--- src/rtl/spi_rx_pkg.sv ---
// Shared defaults, SPI mode encoding and edge-selection helper for the SPI frame receiver.
package spi_rx_pkg;

    localparam int unsigned DefFrameBytes = 2;
    localparam int unsigned DefFifoDepth  = 4;
    localparam int unsigned DefSyncStages = 2;

    typedef enum logic [1:0] {
        MODE0 = 2'b00,
        MODE1 = 2'b01,
        MODE2 = 2'b10,
        MODE3 = 2'b11
    } spi_mode_e;

    // Modes 0 and 3 sample on the rising SCK edge, modes 1 and 2 on the falling edge.
    function automatic logic sample_on_rise(input logic cpol, input logic cpha);
        spi_mode_e mode;
        mode = spi_mode_e'({cpol, cpha});
        return (mode == MODE0) || (mode == MODE3);
    endfunction

endpackage

--- src/rtl/spi_frame_fifo.sv ---
// Show-ahead frame FIFO; a push into a full FIFO is accepted only if a pop happens the same cycle.
module spi_frame_fifo #(
    parameter int unsigned WIDTH = 16,
    parameter int unsigned DEPTH = 4
) (
    input  logic                       clk,
    input  logic                       reset,
    input  logic                       push,
    input  logic [WIDTH-1:0]           push_data,
    input  logic                       ready,
    output logic                       valid,
    output logic [WIDTH-1:0]           data,
    output logic [$clog2(DEPTH+1)-1:0] count,
    output logic                       drop
);

    localparam int unsigned CW = $clog2(DEPTH + 1);
    localparam int unsigned PW = $clog2(DEPTH);

    logic [WIDTH-1:0] mem_q [DEPTH];
    logic [PW-1:0]    wr_ptr_q, rd_ptr_q;
    logic [CW-1:0]    count_q;
    logic             full, empty, pop, accept;

    assign full   = (count_q == CW'(DEPTH));
    assign empty  = (count_q == '0);
    assign pop    = ready & ~empty;
    assign accept = push & (~full | pop);
    assign drop   = push & full & ~pop;

    always_ff @(posedge clk) begin
        if (reset) begin
            wr_ptr_q <= '0;
            rd_ptr_q <= '0;
            count_q  <= '0;
            for (int i = 0; i < int'(DEPTH); i++) begin
                mem_q[i] <= '0;
            end
        end else begin
            if (accept) begin
                mem_q[wr_ptr_q] <= push_data;
                wr_ptr_q        <= wr_ptr_q + 1'b1;
            end
            if (pop) begin
                rd_ptr_q <= rd_ptr_q + 1'b1;
            end
            case ({accept, pop})
                2'b10:   count_q <= count_q + 1'b1;
                2'b01:   count_q <= count_q - 1'b1;
                default: count_q <= count_q;
            endcase
        end
    end

    assign valid = ~empty;
    assign data  = mem_q[rd_ptr_q];
    assign count = count_q;

endmodule

--- src/rtl/synchronizer.sv ---
// Multi-flop synchroniser for a single asynchronous input, with selectable reset level.
module synchronizer #(
    parameter int unsigned STAGES    = 2,
    parameter logic        RESET_VAL = 1'b0
) (
    input  logic clk,
    input  logic reset,
    input  logic d,
    output logic q
);

    logic [STAGES-1:0] sync_q;

    always_ff @(posedge clk) begin
        if (reset) begin
            sync_q <= {STAGES{RESET_VAL}};
        end else begin
            sync_q <= {sync_q[STAGES-2:0], d};
        end
    end

    assign q = sync_q[STAGES-1];

endmodule

--- src/rtl/spi_frame_rx.sv ---
// SPI slave frame receiver: synchronises the SPI pins, assembles MSB-first frames and
// buffers them in a show-ahead FIFO with short-frame and overflow reporting.
module spi_frame_rx
    import spi_rx_pkg::*;
#(
    parameter int unsigned FRAME_BYTES = DefFrameBytes,
    parameter int unsigned FIFO_DEPTH  = DefFifoDepth,
    parameter bit          CPOL        = 1'b0,
    parameter bit          CPHA        = 1'b0,
    parameter int unsigned SYNC_STAGES = DefSyncStages
) (
    input  logic                            clk,
    input  logic                            reset,
    input  logic                            sck,
    input  logic                            sdi,
    input  logic                            cs_n,
    output logic                            frame_valid,
    output logic [8*FRAME_BYTES-1:0]        frame_data,
    input  logic                            frame_ready,
    output logic [$clog2(FIFO_DEPTH+1)-1:0] fifo_count,
    output logic                            short_frame,
    output logic                            overflow,
    input  logic                            clear_err
);

    localparam int unsigned FW          = 8 * FRAME_BYTES;
    localparam int unsigned CNT_W       = $clog2(FW);
    localparam bit          SAMPLE_RISE = sample_on_rise(CPOL, CPHA);

    logic sck_sync, sdi_sync, cs_n_sync;

    synchronizer #(.STAGES(SYNC_STAGES), .RESET_VAL(CPOL)) u_sync_sck (
        .clk   (clk),
        .reset (reset),
        .d     (sck),
        .q     (sck_sync)
    );

    synchronizer #(.STAGES(SYNC_STAGES), .RESET_VAL(1'b0)) u_sync_sdi (
        .clk   (clk),
        .reset (reset),
        .d     (sdi),
        .q     (sdi_sync)
    );

    synchronizer #(.STAGES(SYNC_STAGES), .RESET_VAL(1'b1)) u_sync_cs_n (
        .clk   (clk),
        .reset (reset),
        .d     (cs_n),
        .q     (cs_n_sync)
    );

    logic             sck_prev_q, cs_n_prev_q;
    logic             sck_rise, sck_fall, sample;
    logic [FW-1:0]    shift_q, shift_d;
    logic [CNT_W-1:0] bit_cnt_q, bit_cnt_d;
    logic             push_q, push_d;
    logic [FW-1:0]    push_data_q, push_data_d;
    logic             short_q, short_d;
    logic             overflow_q, overflow_d;
    logic             drop;

    assign sck_rise = sck_sync & ~sck_prev_q;
    assign sck_fall = ~sck_sync & sck_prev_q;
    assign sample   = SAMPLE_RISE ? sck_rise : sck_fall;

    always_comb begin
        shift_d     = shift_q;
        bit_cnt_d   = bit_cnt_q;
        push_d      = 1'b0;
        push_data_d = push_data_q;
        short_d     = 1'b0;
        if (cs_n_sync) begin
            // Deselected: discard any partial frame; a sample edge in this cycle is ignored.
            shift_d   = '0;
            bit_cnt_d = '0;
            short_d   = ~cs_n_prev_q && (bit_cnt_q != '0);
        end else if (sample) begin
            shift_d = {shift_q[FW-2:0], sdi_sync};
            if (bit_cnt_q == CNT_W'(FW - 1)) begin
                bit_cnt_d   = '0;
                push_d      = 1'b1;
                push_data_d = shift_d;
            end else begin
                bit_cnt_d = bit_cnt_q + 1'b1;
            end
        end
    end

    always_comb begin
        overflow_d = overflow_q;
        if (drop) begin
            overflow_d = 1'b1;
        end else if (clear_err) begin
            overflow_d = 1'b0;
        end
    end

    always_ff @(posedge clk) begin
        if (reset) begin
            sck_prev_q  <= CPOL;
            cs_n_prev_q <= 1'b1;
            shift_q     <= '0;
            bit_cnt_q   <= '0;
            push_q      <= 1'b0;
            push_data_q <= '0;
            short_q     <= 1'b0;
            overflow_q  <= 1'b0;
        end else begin
            sck_prev_q  <= sck_sync;
            cs_n_prev_q <= cs_n_sync;
            shift_q     <= shift_d;
            bit_cnt_q   <= bit_cnt_d;
            push_q      <= push_d;
            push_data_q <= push_data_d;
            short_q     <= short_d;
            overflow_q  <= overflow_d;
        end
    end

    spi_frame_fifo #(.WIDTH(FW), .DEPTH(FIFO_DEPTH)) u_fifo (
        .clk       (clk),
        .reset     (reset),
        .push      (push_q),
        .push_data (push_data_q),
        .ready     (frame_ready),
        .valid     (frame_valid),
        .data      (frame_data),
        .count     (fifo_count),
        .drop      (drop)
    );

    assign short_frame = short_q;
    assign overflow    = overflow_q;

endmodule

--- config.mk ---
export PLATFORM = sky130hd
export DESIGN_NAME = spi_frame_rx
export DESIGN_NICKNAME = d
export VERILOG_FILES = /design/src/rtl/spi_rx_pkg.sv /design/src/rtl/spi_frame_fifo.sv /design/src/rtl/synchronizer.sv /design/src/rtl/spi_frame_rx.sv
export SDC_FILE = /design/constraint.sdc
export NUM_CORES = 1
export LEC_CHECK = 0
export ABC_AREA = 1
export BUFFER_PORTS_ARGS = -buffer_cell sky130_fd_sc_hd__buf_2
export CAP_MARGIN = 10
export CORE_AREA = 2 2 132 134
export DETAILED_ROUTE_END_ITERATION = 8
export DIE_AREA = 0 0 134 136
export SETUP_SLACK_MARGIN = 0.4
export SLEW_MARGIN = 20
export SYNTH_ARGS = -nofsm -noshare
export SYNTH_HDL_FRONTEND = slang
export SYNTH_SLANG_ARGS = --single-unit
--- constraint.sdc ---
create_clock -name clk -period 4.2 [get_ports clk]
set_input_delay 0.42 -clock clk [delete_from_list [all_inputs] [get_ports clk]]
set_output_delay 0.42 -clock clk [all_outputs]
set_load 0.01 [all_outputs]
==> out/results.txt <==
outcome - completed
Die Height - 136 µm
synthesis warning total - 0
Pre-antenna DRT Iters - 5
worst hold path endpoint - u_sync_cs_n.sync_q[0]$_SDFF_PP1_
#FFs+latches synth - 119
worst-path fanout max - 33
Final GP Congestion - 0.796
layout cells sized above 1 - 0.150
reg2reg start - u_fifo.wr_ptr_q[0]$_SDFFE_PP0P_
most common flop cell mapped by yosys - edfxtp_1
synthesized instance count - 523
ANT nets after route - 0
synth unique cells - 29
synthesized area per cell - 9.47 µm²
critical path class - reg -> out
CP endpoint kind - output port
CTS tree - built
clock buffer depth - 2
FF-to-FF End - u_fifo.mem_q[2][0]$_SDFFCE_PN0P_
Initial DRC Count - 263
clock root buffer - clkbuf_16
vias in the first global route - 3334
syn_nets - 534
MaxCap Viol Count - 0
Worst Path Arrival - 2.17 ns
post-CTS setup buffer count - 0
worst hold path type - in -> reg
row count - 48
Fin Setup TNS - 0 ns
Peak VDD IR - 0.279 mV
IO Count - 29
CTS clk-pin slew, worst paths - 0.05 ns
Post-CTS Resized - 0
R2R setup slack - 1.94 ns
CP Launch Type - flip-flop
post-layout min period - 2.59 ns
n_diodes - 0
final-report hold violation count - 0
fraction of registers with async set/reset - 0
TritonCTS buffer count - 17
relative slew slack - 0.424
max-slew violations - 0
CP required - 3.78 ns
Tot GR Track Use - 0.118
drt total wl - 10000 µm
f_max - 385 MHz
CTS H-tree lvls - 4
first-pass GRT wire length - 16500 µm
# DRC - 0
EDFF count, synth - 64
drt wl/cell - 12.8 µm
Post-CTS Hold Buffers - 0
Final #Nets - 558
Final Setup Violations - 0
highest-count cells in the layout ignoring fill and taps - nor2_1 (155), o21ai_0 (67), edfxtp_1 (64)
final cell count without fillers - 785
Overflow after GRT - 0
Leak - 0.00204 µW
clock skew - 0.00597 ns
via count of the routed design - 3517
commonest non-fill, non-tap cell in the layout - nor2_1
core area - 16900 µm²
Post-Place Cells - 753
RSZ-0062 raised after global routing - no
HPWL after DPL - 6850 µm
Cell Pwr Density - 503 nW/µm²
hold depth - 2
# port buffers - 28
initial antenna violation count - 0
largest net degree at the start of global routing - 46
worst r2r path cells - 3
clock sinks - 119
Synth Cell Area - 4950 µm²
period utilization - 0.618
Starting Density - 0.293
Die W - 134 µm
area growth from synthesis to layout - 18.0%
vias per std cell - 4.48
sequential area share after synthesis - 0.610
Hold Crit Start - cs_n
worst slew pin tran - 0.863 ns
clock latency on the worst-skew pair - 0.41 ns
die area - 18200 µm²
==> state kept, by name (all words and copies together) (netlist names), named ones only <==
| name | flops |
|---|---|
| shift_q | 15 |
| u_sync_cs_n.sync_q | 2 |
| u_fifo.count | 3 |
| u_sync_sck.sync_q | 2 |
| bit_cnt_q | 4 |
| overflow | 1 |
| u_fifo.wr_ptr_q | 2 |
| short_frame | 1 |
| sck_prev_q | 1 |
| push_data_q | 16 |
| u_fifo.rd_ptr_q | 2 |
| cs_n_prev_q | 1 |
| u_sync_sdi.sync_q | 2 |
| push_q | 1 |
| u_fifo.mem_q | 64 |
==> cells in the mapped netlist, types with 2 or more instances <==
| cell type | n | share of area |
|---|---|---|
| inv_4 | 2 | 0.0025 |
| inv_1 | 40 | 0.030 |
| buf_2 | 7 | 0.0071 |
| nand2_1 | 39 | 0.030 |
| nand3_1 | 4 | 0.0040 |
| or2_2 | 2 | 0.0025 |
| dfxtp_1 | 55 | 0.22 |
| edfxtp_1 | 64 | 0.39 |
| inv_2 | 2 | 0.0015 |
| nand4_1 | 2 | 0.0025 |
| a21oi_1 | 9 | 0.0091 |
| o22ai_1 | 16 | 0.020 |
| clkbuf_1 | 13 | 0.0099 |
| ha_1 | 3 | 0.0076 |
| buf_6 | 5 | 0.011 |
| nor3_2 | 10 | 0.020 |
| nor2_2 | 6 | 0.0076 |
| xor2_1 | 2 | 0.0035 |
| o21ai_0 | 68 | 0.069 |
| nand2_4 | 5 | 0.011 |
| nor3_1 | 7 | 0.0071 |
| nor2_1 | 155 | 0.12 |
==> power by group <==
| group | switching [µW] | internal (µW) |
|---|---|---|
| Sequential | 18.8 | 1260 |
| Combinational | 142 | 69.7 |
| Clock | 471 | 975 |
==> worst max-delay path by stage <==
stage	start	end	slack [ns]	depth (start not counted)
after floorplan	u_fifo.count[0]$_SDFFE_PP0P_	u_fifo.mem_q[0][0]$_SDFFCE_PN0P_	1.84	4
after global placement	reset	u_fifo.mem_q[0][13]$_SDFFCE_PN0P_	1.96	5
after detailed placement	reset	u_fifo.mem_q[0][13]$_SDFFCE_PN0P_	1.87	5
after CTS	flip-flop	frame_data[8]	1.57	5
after global routing	flip-flop	frame_data[8]	1.39	5
final	flip-flop	frame_data[8]	1.61	5
==> cell type report <==
type / instances / area [µm²]
Clock inverter: 13 / 160
Multi-Input combinational cell: 334 / 1610
Timing Repair Buffer: 31 / 163
Fill cell: 1660 / 11000
Inverter: 44 / 170
Sequential cell: 119 / 3020
Tap cell: 225 / 282
Clock buffer: 19 / 433
==> logic make-up after synthesis <==
family / after synthesis / synth area share
AO/OA/AOI/OAI: 95 / 0.101
XOR/XNOR: 2 / 0.00354
adder cells (fa/ha/maj): 4 / 0.0116
buffers and inverters: 70 / 0.0642
flip-flops: 119 / 0.610
AND/OR/NAND/NOR: 233 / 0.209
==> worst max-delay path, cell delays in order (launching register included) <==
cell	delay (ns)
dfxtp_1	0.30
buf_4	0.22
inv_1	0.67
o21ai_0	0.21
o22ai_1	0.19
buf_2	0.16
==> routing by layer <==
metal,share of wire,global-route usage
met4,0.017,0.0597
met5,0,0
met1,0.48,0.152
met3,0.054,0.0332
met2,0.45,0.181
==> stage by stage <==
stage	hold WS [ns]	worst slack [ns]	instance area [µm²]	util	total power (µW)
after global placement	0.390	1.96	5250	0.311	1520
final	0.199	1.61	5840	0.346	2940
after floorplan	0.372	1.84	4950	-	1440
after detailed placement	0.397	1.87	5250	0.311	1520
after CTS	0.183	1.57	5840	0.346	2970
after global routing	0.184	1.39	5840	0.346	3050
Note: power is estimated with default switching activity, not from simulation.
